`src/rtl/pc_sequencer.sv`:
```
// Program-counter sequencer with a small circular return-address stack.
// Each cycle the PC holds, returns, calls, jumps or steps sequentially.
// Priority: stall, then ret, then call, then jump, then sequential.
// A call on a full stack overwrites the oldest entry.
module pc_sequencer #(
  parameter int                 ADDR_W     = 32,
  parameter int                 STEP       = 4,
  parameter int                 RAS_DEPTH  = 4,
  parameter logic [ADDR_W-1:0]  RESET_ADDR = '0
) (
  input  logic                           clk,
  input  logic                           reset,
  input  logic                           stall,
  input  logic                           jump_en,
  input  logic                           call_en,
  input  logic                           ret_en,
  input  logic                           rel,
  input  logic [ADDR_W-1:0]              target,
  output logic [ADDR_W-1:0]              pc,
  output logic [$clog2(RAS_DEPTH):0]     ras_count,
  output logic                           ras_ovf,
  output logic                           ras_unf
);

  localparam int PTR_W = $clog2(RAS_DEPTH);
  localparam int CNT_W = PTR_W + 1;
  localparam logic [ADDR_W-1:0] STEP_V  = ADDR_W'(STEP);
  localparam logic [CNT_W-1:0]  DEPTH_V = CNT_W'(RAS_DEPTH);

  logic [ADDR_W-1:0] pc_reg, pc_next;
  logic [PTR_W-1:0]  sp_reg, sp_next;
  logic [CNT_W-1:0]  count_reg, count_next;
  logic              ovf_reg, ovf_next;
  logic              unf_reg, unf_next;
  logic              push;
  logic [ADDR_W-1:0] seq_addr;
  logic [ADDR_W-1:0] tgt_addr;

  // Stack storage; sp_reg points at the top entry. Being circular, a push
  // onto a full stack lands on the slot holding the oldest entry.
  logic [ADDR_W-1:0] stack_mem [RAS_DEPTH];

  assign seq_addr = pc_reg + STEP_V;
  assign tgt_addr = rel ? (pc_reg + target) : target;

  // Next-state selection following the control priority order
  always_comb begin
    pc_next    = pc_reg;
    sp_next    = sp_reg;
    count_next = count_reg;
    ovf_next   = 1'b0;
    unf_next   = 1'b0;
    push       = 1'b0;
    if (stall) begin
      // hold everything; pulses drop to zero
    end else if (ret_en) begin
      if (count_reg != '0) begin
        pc_next    = stack_mem[sp_reg];
        sp_next    = sp_reg - 1'b1;
        count_next = count_reg - 1'b1;
      end else begin
        pc_next  = seq_addr;
        unf_next = 1'b1;
      end
    end else if (call_en) begin
      pc_next = tgt_addr;
      push    = 1'b1;
      sp_next = sp_reg + 1'b1;
      if (count_reg == DEPTH_V) begin
        ovf_next = 1'b1;
      end else begin
        count_next = count_reg + 1'b1;
      end
    end else if (jump_en) begin
      pc_next = tgt_addr;
    end else begin
      pc_next = seq_addr;
    end
  end

  // Architectural state with asynchronous reset
  always_ff @(posedge clk or posedge reset) begin
    if (reset) begin
      pc_reg    <= RESET_ADDR;
      sp_reg    <= '0;
      count_reg <= '0;
      ovf_reg   <= 1'b0;
      unf_reg   <= 1'b0;
    end else begin
      pc_reg    <= pc_next;
      sp_reg    <= sp_next;
      count_reg <= count_next;
      ovf_reg   <= ovf_next;
      unf_reg   <= unf_next;
    end
  end

  // Stack write; contents need no reset because the count gates every read
  always_ff @(posedge clk) begin
    if (push && !reset) begin
      stack_mem[sp_next] <= seq_addr;
    end
  end

  assign pc        = pc_reg;
  assign ras_count = count_reg;
  assign ras_ovf   = ovf_reg;
  assign ras_unf   = unf_reg;

endmodule

```
`config.mk`:
```
export PLATFORM = sky130hd
export DESIGN_NAME = pc_sequencer
export DESIGN_NICKNAME = d
export VERILOG_FILES = /design/src/rtl/pc_sequencer.sv
export SDC_FILE = /design/constraint.sdc
export NUM_CORES = 1
export LEC_CHECK = 0
export BUFFER_PORTS_ARGS = -buffer_cell sky130_fd_sc_hd__buf_2
export CAP_MARGIN = 20
export CORE_ASPECT_RATIO = 0.9
export CORE_MARGIN = 5
export CORE_UTILIZATION = 35
export DETAILED_ROUTE_END_ITERATION = 10
export SETUP_SLACK_MARGIN = 0.15
export SYNTH_ARGS = -nofsm -noshare
export SYNTH_HDL_FRONTEND = slang
export SYNTH_SLANG_ARGS = --single-unit
```
`constraint.sdc`:
```
create_clock -name clk -period 4.65 [get_ports clk]
set_input_delay 0.6975 -clock clk [delete_from_list [all_inputs] [get_ports clk]]
set_output_delay 0.6975 -clock clk [all_outputs]
set_load 0.01 [all_outputs]
```
# Yosys cells after proc, flatten, opt, wreduce, memory -nomap -nowiden
# Memories as Yosys holds them, arrays and structs flattened.
# Cells that the tools add are included.
dict set report word_totals {
  ramBits 128
  latch_bits 0
  n_memories 1
  register_bits 39
  mem_bits_ro 0
  output_inout_bits 37
}
dict set report op_classes {
  n_eq_ne 3
  n_bitwise 1
  mux 25
  reduce_logical 5
  div_mod_pow 0
  magnitude_cmp 0
  multipliers 0
  addsub 6
  shifts 0
}
# memory depth width rd rd_ports_with_merged_regs write_ports line
set mem_list {}
lappend mem_list {stack_mem 4 32 1 0 1 41} ;# logic [ADDR_W-1:0] stack_mem [RAS_DEPTH];
# cell n
set ops {}
lappend ops {{$mux W32} 5}
lappend ops {{$add A32 B3 Y32 const B} 1}
lappend ops {{$add A32 B32 Y32} 1}
lappend ops {{$mux W1} 12}
lappend ops {{$mux W3} 4}
lappend ops {{$mux W2} 4}
lappend ops {{$reduce_and A4 Y1} 1}
lappend ops {{$add A3 B1 Y3 const B} 1}
lappend ops {{$eq A3 B3 Y1 const B} 1}
lappend ops {{$reduce_bool A3 Y1} 1}
lappend ops {{$sub A3 B1 Y3 const B} 1}
lappend ops {{$add A2 B1 Y2 const B} 1}
lappend ops {{$ne A2 B1 Y1 const B} 1}
lappend ops {{$ne A2 B2 Y1 const B} 1}
lappend ops {{$reduce_bool A2 Y1} 1}
lappend ops {{$sub A2 B1 Y2 const B} 1}
lappend ops {{$logic_and A1 B1 Y1} 1}
lappend ops {{$logic_not A1 Y1} 1}
lappend ops {{$not A1 Y1} 1}

# Depth between registers and ports, before layout
# Gate-level depths: netlist of run 1.
dict set report logic_depth {
  ltp_word 6
  ltp_mapped 12
  ltp_nobuf 12
}

# Least setup slack after synthesis of run 1
# OpenSTA, ideal clock, no wires.
dict set report synth_timing {
  kind {register to register}
  start {register sp_reg[0]}
  end {memory stack_mem[2][0], enable pin}
  slack_ns 0.862
  path_stages_with_launch 9
  arrival_time_ns 3.363
  n_path_buf 3
  setup_time_ns 0.425
  required_time_ns 4.225
  synth_period_minus_slack_ns 3.788
  cell_sequence {dfrtp_1 -> buf_2 -> buf_2 -> clkbuf_1 -> nand2_1 -> o22ai_1 -> nand2_1 -> xnor2_1 -> nor2b_1}
}
dict set report synth_between {
  elab_chain_cells 4
  elab_cells_between_ends 6
  classes_between {add/sub: 2; mux: 4}
}
# item line
set synth_lines {}
lappend synth_lines {{from (decl)} 31} ;# logic [PTR_W-1:0] sp_reg, sp_next;
lappend synth_lines {{from (signal assigned)} 91} ;# sp_reg <= sp_next;
lappend synth_lines {{$add A2 B1 Y2 or $sub A2 B1 Y2 (tied branches)} {68, 59}}
lappend synth_lines {{$mux W2 (on tied branches)} {65, 57}}
lappend synth_lines {{$mux W2 *} 56} ;# end else if (ret_en) begin
lappend synth_lines {{$mux W2 *} 54} ;# if (stall) begin
lappend synth_lines {{net sp_next[1]} 31}
lappend synth_lines {{to (decl)} 41}
# The timed path passes the listed nets; every way through them passes the cells marked *.

# Worst setup path after layout of run 1
dict set report layout_timing {
  start {register pc_reg[0], in the netlist pc[0]}
  end {register pc_reg[26], in the netlist pc[26]}
}
dict set report layout_between {
  elab_chain_cells 5
  elab_cells_between_ends 7
  classes_between {add/sub: 2; mux: 5}
}
# item line
set layout_lines {}
lappend layout_lines {{from (decl)} 30} ;# logic [ADDR_W-1:0] pc_reg, pc_next;
lappend layout_lines {{from (signal assigned)} 90} ;# pc_reg <= pc_next;
lappend layout_lines {{$add A32 B32 Y32} 44} ;# assign tgt_addr = rel ? (pc_reg + target) : target;
lappend layout_lines {{$mux W32} 44}
lappend layout_lines {{$mux W32} 74} ;# end else if (jump_en) begin
lappend layout_lines {{$mux W32} 65} ;# end else if (call_en) begin
lappend layout_lines {{$mux W32 *} 56}
# Every way passes the cells marked *; elsewhere a longest branch is shown, timed or not.
# A chain may end at the register's enable or synchronous reset.

==> run metrics, run 1 <==
status complete, no violations; Die Wd 182 um; maxcap violations 0; Post-DP HPWL 17900 um; syn_area_per_cell 11.8 sq um; Hold Path Class in2async; CTS Buf Count 17; number of fill cells in the layout 2497; DR WL/cell 20.6 um; Area growth syn-to-layout 15.6%; Final Cycle Share 75.8%; ys flop type edfxtp_1; routed wl met3 1760 um; top-count cell post-synth edfxtp_1; CTS resizes 0; hold violation total from the final report 0; Seq cells post-synth 167; Layout Nets 936; Remaining DRCs 0; FF-to-FF path depth 13; top area cells in the synthesized netlist edfxtp_1 41%, dfrtp_1 10%, mux4_2 7.7%; Layout Skew 0.0111 ns; Place WS 0.927 ns; CP required 4.99 ns; CTS H-tree depth 4; share of cells above drive strength 1 20.8%; via count 6978; Site Rows 56; Hold WS 0.515 ns; library cells used by synthesis 76; dpl cell area 10200 sq um; clock buffer depth 2; placed instance count 1192; Reg-to-Reg Start pc[0]$_DFFE_PP0P_; vias per inst 5.70; worst skew pair latency 0.42 ns; CTS tree built; DRT Pass-1 Iters 6; Post-synth EDFFs 128; P_leak 3.97 nW; Final Power 6.66 mW; share of the synthesized area in the top cell type 41.1%; grt total ovfl 0; post-synthesis async set-or-reset flop share 23.4%; R2R Setup Slk 1.13 ns; Clk pin slew, worst setup/hold paths 0.07 ns; critical path class reg2reg; detailed router's first-iteration violation count 574; max reg flops 128; hold_buf cts 0; Cell Area, Synth 9340 sq um; Peak VDD IR 330 uV; fin util 41.2%; Fin Setup TNS 0 ns; Die Height 165 um; FMAX 284 MHz; RR Endpoint pc[26]$_DFFE_PP0N_; unrepaired setup endpoints after global routing no; PD cells 617 nW/um^2; number of antenna violations at the first check in global routing 0; Final ANT Viol Nets 0; Slew Viols, Final 0; # port buffers 75; syn nets 865; clk sinks 167; vias in the first global route 6689; post-route cell area 10800 sq um; Antenna diodes 0; largest net degree at the start of global routing 56; global-route wire length before repair 39100 um; DR WL met2 11400 um; I/O Pins 76; clk root buf clkbuf_16; CP max FO 7; Metal-1 WL 11500 um; area leader, netlist edfxtp_1; Starting Density 35.7%; post-CTS setup buffer count 0; sequential fraction of the synthesis area 51.6%; Total GRT Usage 16.8%; WP data arrival 3.86 ns; top post-synthesis cells by count 128 x edfxtp_1, 70 x nand2_1, 55 x nor2_1, 54 x a21oi_1; Placer Congestion 0.873; Worst Max-Slew Pin Slew 0.799 ns; final setup margin 1.13 ns; Die ar. 30100 sq um; Critical Path End Type flip-flop; Slew headroom 46.4%; top routing layer used met4; final setup fails 0; Synth Warn # 0; wirelength, routed 25300 um; Cells after Synth 792; Core Footprint 26200 sq um; Startpoint Class flip-flop; fin cells 1224; Min Clock Period, post-route 3.52 ns
-- kinds of logic (layout without fill, tap and decap cells) --
family | after synthesis | count (layout) | share of synthesized area, %
AOI/OAI and AO/OA | 204 | 204 | 14.5
and+or+nand+nor | 216 | 216 | 11.3
xor gates and xnor gates | 57 | 57 | 5.50
buffers and inverters | 65 | 149 | 2.73
adders and majority gates | 34 | 34 | 4.71
muxes | 49 | 49 | 9.60
DFF | 167 | 167 | 51.6
-- where the power goes --
group          switching (mW)  internal [mW]
Sequential              0.389           1.96
Clock                   0.607          0.859
Combinational            1.64           1.21
-- critical path: stages (launching register included) --
cell       delay [ns]
dfrtp_1          0.47
ha_1             0.24
inv_1            0.06
fa_1             0.40
and2b_1          0.23
o2111ai_1        0.20
a2111oi_0        0.46
buf_4            0.21
nor3_1           0.08
nor4_1           0.41
o221ai_1         0.22
xnor2_1          0.18
nand2_1          0.08
a32oi_1          0.22
-- per-layer routing --
metal | vias to the layer above | global-route usage (%)
met1 | 3455 | 24.3
met5 | - | 0
li1 | 3215 | -
met4 | 0 | 5.12
met2 | 278 | 26.0
met3 | 30 | 2.71
-- worst max-delay path by stage --
stage	startpoint	slack [ns]	endpoint	cells after the start
6_report	pc[0]$_DFFE_PP0P_	1.13	pc[26]$_DFFE_PP0N_	13
5_1_grt	pc[0]$_DFFE_PP0P_	0.93	pc[24]$_DFFE_PP0N_	12
4_1_cts	pc[0]$_DFFE_PP0P_	1.18	pc[24]$_DFFE_PP0N_	12
3_5_place_dp	target[0]	0.93	pc[24]$_DFFE_PP0N_	13
3_3_place_gp	target[0]	0.98	pc[24]$_DFFE_PP0N_	13
2_1_floorplan	sp_reg[0]$_DFF_PP0_	0.86	stack_mem[2][0]$_DFFE_PP_	8
-- final cells by class --
type | count | area (sq um) | area share (%)
Tap cell | 348 | 435 | 4.03
Multi-Input combinational cell | 560 | 4300 | 39.8
Clock buffer | 18 | 429 | 3.97
Clock inverter | 14 | 185 | 1.71
Sequential cell | 167 | 4820 | 44.6
Timing Repair Buffer | 91 | 533 | 4.93
Inverter | 26 | 97.6 | 0.904
-- layout by cell type (no fill, tap or decap), drive strengths merged, types with 8 or more instances in the layout --
cell type  count
dfrtp         39
buf           91
nor3          15
xnor2         38
clkbuf        18
nor2          56
o21ai         40
xor2          19
a21oi         54
edfxtp       128
a221oi        15
a31oi          8
inv           31
nand3         22
a22oi          9
ha            32
nand2         70
a21o          14
nand4         11
mux4          32
mux2i         12
No activity file was read; power rests on OpenSTA's default activity.
==> inputs of run 2 (changes only) <==
- clock period: 4.65 -> 3 ns (I/O delays scaled with it)
==> run metrics, run 2 (synthesis gave the netlist of run 1 again) <==
CP top delay family compound AO/OA/AOI/OAI gates (unchanged); global-route wire length before repair 41100 um (was 39100 um); share of cells above drive strength 1 31.2% (was 20.8%); top routing layer used met4 (unchanged); largest net degree at the start of global routing 37 (was 56); final setup fails 1 (was 0); final setup margin -0.0203 ns (was 1.13 ns); CTS H-tree depth 4 (unchanged); grt total ovfl 0 (unchanged); number of fill cells in the layout 2437 (was 2497); status finished with violations (was complete, no violations); CTS tree built (unchanged); WP buf/inv 2 (unchanged); worst skew pair latency 0.43 ns (was 0.42 ns); Antenna diodes 0 (unchanged); sequential share of power 30.5% (was 35.2%); dpl cell area 10900 sq um (was 10200 sq um); routed wl met3 1670 um (was 1760 um); PD cells 958 nW/um^2 (was 617 nW/um^2); Min Clock Period, post-route 3.02 ns (was 3.52 ns); most frequent cells in the layout 128 x edfxtp_1, 98 x buf_4, 75 x buf_2 (was 128 x edfxtp_1, 75 x buf_2, 70 x nand2_1); Critical Path End Type flip-flop (unchanged); Die ar. 30100 sq um (unchanged); Hold Path Class in2reg (was in2async); critical path class reg2reg (unchanged); Final Cycle Share 101% (was 75.8%); clock share of power 18.5% (was 22.0%); number of antenna violations at the first check in global routing 0 (unchanged); Worst Max-Slew Pin Slew 0.659 ns (was 0.799 ns); WP data arrival 3.37 ns (was 3.86 ns); Starting Density 35.7% (unchanged); DR WL/cell 20.2 um (was 20.6 um); Metal-1 WL 12600 um (was 11500 um); P_leak 4.43 nW (was 3.97 nW); CTS Buf Count 17 (unchanged); post-route cell area 11600 sq um (was 10800 sq um); Remaining DRCs 0 (unchanged); maxcap violations 0 (unchanged); Final Power 11.2 mW (was 6.66 mW); Core Footprint 26200 sq um (unchanged); failing checks negative setup slack; I/O Pins 76 (unchanged); FMAX 331 MHz (was 284 MHz); # port buffers 75 (unchanged); Startpoint Class flip-flop (unchanged); CP max FO 3 (was 7); CP cell instances ha_2 -> inv_2 -> fa_2 -> and2b_2 -> o2111ai_4 -> buf_6 -> a21boi_4 -> a31oi_4 -> o31a_1 -> or4_1 -> o2111ai_1 -> a21oi_1 -> o21ai_1 (was ha_1 -> inv_1 -> fa_1 -> and2b_1 -> o2111ai_1 -> a2111oi_0 -> buf_4 -> nor3_1 -> nor4_1 -> o221ai_1 -> xnor2_1 -> nand2_1 -> a32oi_1); commonest non-fill, non-tap cell in the layout edfxtp_1 (unchanged); Die Wd 182 um (unchanged); detailed router's first-iteration violation count 625 (was 574); vias in the first global route 7032 (was 6689); NetSw 4.47 mW (was 2.64 mW); max reg flops 128 (unchanged); hold violation total from the final report 0 (unchanged); unrepaired setup endpoints after global routing yes (was no); wirelength, routed 26500 um (was 25300 um); Peak VDD IR 464 uV (was 330 uV); slowest CP cell or4_1 (was dfrtp_1); clk sinks 167 (unchanged); Switching Fraction 40.1% (was 39.6%); Layout Skew 0.0124 ns (was 0.0111 ns); Die Height 165 um (unchanged); Final ANT Viol Nets 0 (unchanged); Fin Setup TNS -0.0203 ns (was 0 ns); Layout Nets 1026 (was 936); internal power 6.68 mW (was 4.03 mW); vias per inst 5.54 (was 5.70); Slew Viols, Final 0 (unchanged); DR WL met2 11800 um (was 11400 um); Total GRT Usage 17.6% (was 16.8%); clock buffer depth 2 (unchanged); Critical Path Max Stage Delay 0.51 ns (was 0.47 ns); Placer Congestion 0.909 (was 0.873); DRT Pass-1 Iters 5 (was 6); clk root buf clkbuf_16 (unchanged); Comb power frac 51.0% (was 42.8%); Site Rows 56 (unchanged); Clk pin slew, worst setup/hold paths 0.07 ns (about the same); Slew headroom 55.9% (was 46.4%); via count 7285 (was 6978); CP required 3.35 ns (was 4.99 ns); Area growth syn-to-layout 24.6% (was 15.6%); Post-DP HPWL 19600 um (was 17900 um)
==> run 2: cell types whose count changed in the layout (fill, tap and decap cells not counted), moves of 3 or more <==
cell        previous run  this run
a21oi_2                0         3
inv_6                  4         7
buf_4                 13        98
dfrtp_1               38        35
a21oi_1               54        51
bufinv_16              3         0
dfrtp_2                1         4
o21ai_0               39        36
clkinvlp_4             5         2
buf_12                 3         6
==> run 2: final timing paths <==
check	startpoint	to	slack, ns	cells after the start
worst max register to register	pc[0]$_DFFE_PP0P_	pc[24]$_DFFE_PP0N_	-0.02	13
max in group asynchronous	reset	pc[12]$_DFFE_PP0N_	1.71	4
worst min register to register	ras_count[2]$_DFFE_PP0P_	ras_count[2]$_DFFE_PP0P_	0.58	1
worst min-delay path	call_en	ras_ovf$_DFF_PP0_	0.39	2
worst max-delay path	pc[0]$_DFFE_PP0P_	pc[24]$_DFFE_PP0N_	-0.02	13
min in group asynchronous	reset	ras_count[1]$_DFFE_PP0P_	0.53	3
==> run 2: power by group through the flow <==
stage          registers (mW)  clock network [mW]  logic [mW]
2_1_floorplan            3.50                   0        3.23
3_3_place_gp             3.43                   0        5.36
3_5_place_dp             3.44                   0        5.38
4_1_cts                  3.39                2.11        5.50
5_1_grt                  3.45                2.22        6.17
6_report                 3.40                2.06        5.68
==> run 2: per-stage QoR <==
stage          hold WS [ns]  worst slack, ns  instances  util (%)
2_1_floorplan         0.522           0.0345        792         -
3_3_place_gp          0.416           -0.156       1276      41.5
3_5_place_dp          0.419           -0.216       1276      41.5
4_1_cts               0.366          0.00105       1312      43.9
5_1_grt               0.378           -0.135       1314      44.4
6_report              0.394          -0.0203       1314      44.4
==> run 2: layout make-up <==
class / instances / area [sq um] / area share, %
Timing Repair Buffer: 181 / 1250 / 10.8
Sequential cell: 167 / 4820 / 41.4
Tap cell: 348 / 435 / 3.74
Inverter: 26 / 97.6 / 0.838
Clock buffer: 17 / 425 / 3.65
Multi-Input combinational cell: 560 / 4480 / 38.4
Clock inverter: 15 / 133 / 1.14
==> run 2: layer usage <==
layer	track usage, %	vias to the layer above
li1	-	3388
met1	26.3	3577
met2	26.6	290
met3	3.06	30
met4	4.71	0
met5	0	-
==> run 2: repair_timing <==
item	CTS	global route
pin swaps	7	9
cloned	0	0
hold endpoints to repair	7	0
setup buffers	3	2
resized for setup	11	24
endpoints found under the setup margin	7	23
hold buffers	1	0
==> inputs of run 3 (changes only) <==
- RECOVER_POWER: unset -> 100
==> run metrics, run 3 (synthesis gave the netlist of run 1 again) <==
status finished with violations (unchanged); failing checks negative setup slack (unchanged); Peak VDD IR 464 uV (about the same); fin cells 1314 (unchanged); Clk pin slew, worst setup/hold paths 0.07 ns (about the same); largest net degree at the start of global routing 37 (unchanged); Site Rows 56 (unchanged); # port buffers 75 (unchanged); max reg flops 128 (unchanged); CP top delay family compound AO/OA/AOI/OAI gates (unchanged); Core Footprint 26200 sq um (unchanged); DR WL/cell 20.2 um (about the same); PD cells 960 nW/um^2 (was 958 nW/um^2); clk root buf clkbuf_16 (unchanged); I/O Pins 76 (unchanged); grt total ovfl 0 (unchanged); vias in the first global route 7032 (unchanged); number of fill cells in the layout 2494 (was 2437); multi-input logic area 4410 sq um (was 4480 sq um); Fin Setup TNS -0.0212 ns (was -0.0203 ns); placed instance count 1276 (unchanged); Final Cycle Share 101% (about the same); Final Power 10.9 mW (was 11.2 mW); clk sinks 167 (unchanged); CP max FO 3 (unchanged); wirelength, routed 26600 um (was 26500 um); Layout Nets 1026 (unchanged); clock buffer depth 2 (unchanged); maxcap violations 0 (unchanged); Placer Congestion 0.909 (unchanged); hold violation total from the final report 0 (unchanged); CTS Buf Count 17 (unchanged); CP required 3.35 ns (about the same); Starting Density 35.7% (unchanged); Area growth syn-to-layout 21.8% (was 24.6%); Die Height 165 um (unchanged); Hold Path Class in2reg (unchanged); CP cell instances ha_2 -> inv_2 -> fa_2 -> and2b_2 -> o2111ai_4 -> buf_6 -> a21boi_4 -> a31oi_4 -> o31a_1 -> or4_1 -> o2111ai_1 -> a21oi_1 -> o21ai_1 (unchanged); critical path class reg2reg (unchanged); global-route wire length before repair 41100 um (unchanged); FMAX 331 MHz (about the same); Critical Path Max Stage Delay 0.51 ns (about the same); Total GRT Usage 17.6% (unchanged); Remaining DRCs 0 (unchanged); Post-DP HPWL 19600 um (unchanged); register area 4820 sq um (about the same); WP buf/inv 2 (unchanged); slowest CP cell or4_1 (unchanged); Layout Skew 0.0130 ns (was 0.0124 ns); commonest non-fill, non-tap cell in the layout edfxtp_1 (unchanged); Min Clock Period, post-route 3.02 ns (about the same); Slew headroom 40.7% (was 55.9%); unrepaired setup endpoints after global routing yes (unchanged); CTS tree built (unchanged); Antenna diodes 0 (unchanged); via count 7269 (was 7285); P_leak 4.22 nW (was 4.43 nW); Worst Max-Slew Pin Slew 0.890 ns (was 0.659 ns); Critical Path End Type flip-flop (unchanged); detailed router's first-iteration violation count 601 (was 625); WP data arrival 3.37 ns (about the same); vias per inst 5.53 (was 5.54); final setup fails 1 (unchanged); Final ANT Viol Nets 0 (unchanged); share of cells above drive strength 1 24.9% (was 31.2%); DRT Pass-1 Iters 5 (unchanged); Startpoint Class flip-flop (unchanged); Die ar. 30100 sq um (unchanged); number of antenna violations at the first check in global routing 0 (unchanged); Slew Viols, Final 0 (unchanged); CTS H-tree depth 4 (unchanged); final setup margin -0.0212 ns (was -0.0203 ns); most frequent cells in the layout 128 x edfxtp_1, 69 x nand2_1, 66 x buf_4 (was 128 x edfxtp_1, 98 x buf_4, 75 x buf_2); worst skew pair latency 0.43 ns (about the same); Die Wd 182 um (unchanged)
run 3: cell count changes in the layout (fill, tap and decap cells not counted), sizes merged:
| cell | change |
|---|---|
| buf | -52 |
| clkbuf | +52 |
run 3: area by class of cell:
class,count,share of cell area [%]
timing repair buffer,181,9.28
tap,348,3.83
inverter,26,0.858
clock inverter,15,1.17
multi-input combinational,560,38.8
sequential,167,42.4
clock buffer,17,3.74
run 3: what timing repair did:
action | 4_1_cts | 5_1_grt
buffers inserted | 3 | 2
hold buffers | 1 | 0
hold endpoints to repair | 7 | 0
gates resized for setup | 11 | 24
pin swaps | 7 | 9
endpoints found under the setup margin | 7 | 23
run 3: final timing paths:
kind	startpoint	end	slack (ns)	cells after the start
max in group asynchronous	reset	pc[22]$_DFFE_PP0N_	1.12	4
hold / removal	call_en	ras_ovf$_DFF_PP0_	0.39	2
setup / recovery	pc[0]$_DFFE_PP0P_	pc[24]$_DFFE_PP0N_	-0.02	13
hold reg to reg	ras_count[2]$_DFFE_PP0P_	ras_count[2]$_DFFE_PP0P_	0.59	1
min in group asynchronous	reset	ras_count[1]$_DFFE_PP0P_	0.62	3
setup reg to reg	pc[0]$_DFFE_PP0P_	pc[24]$_DFFE_PP0N_	-0.02	13
run 3: metal layers:
layer / global-route usage [%] / wire length, um
met1: 26.3 / 12600
met2: 26.6 / 11800
met3: 3.06 / 1620
met4: 4.71 / 466
met5: 0 / 0
run 3: report_power, final:
part / switching, mW / internal, mW / total (mW)
clock network: 0.966 / 1.09 / 2.06
registers: 0.356 / 3.04 / 3.39
logic: 3.12 / 2.35 / 5.48
run 3: worst reg2reg max path, delay by kind of cell, from the launching register on:
family | cells | cell delay, ns
DFF | 1 | 0.36
AOI/OAI and AO/OA | 7 | 1.12
and+or+nand+nor | 2 | 0.77
adders and majority gates | 2 | 0.52
buffers and inverters | 2 | 0.19
run 3: stage by stage:
stage | area, sq um | util, % | hold WS (ns) | worst slack, ns
3_3_place_gp | 10900 | 41.5 | 0.416 | -0.156
3_5_place_dp | 10900 | 41.5 | 0.419 | -0.216
6_report | 11400 | 43.4 | 0.390 | -0.0212
4_1_cts | 11500 | 43.9 | 0.366 | 0.00105
2_1_floorplan | 9390 | - | 0.522 | 0.0345
5_1_grt | 11400 | 43.4 | 0.378 | -0.135
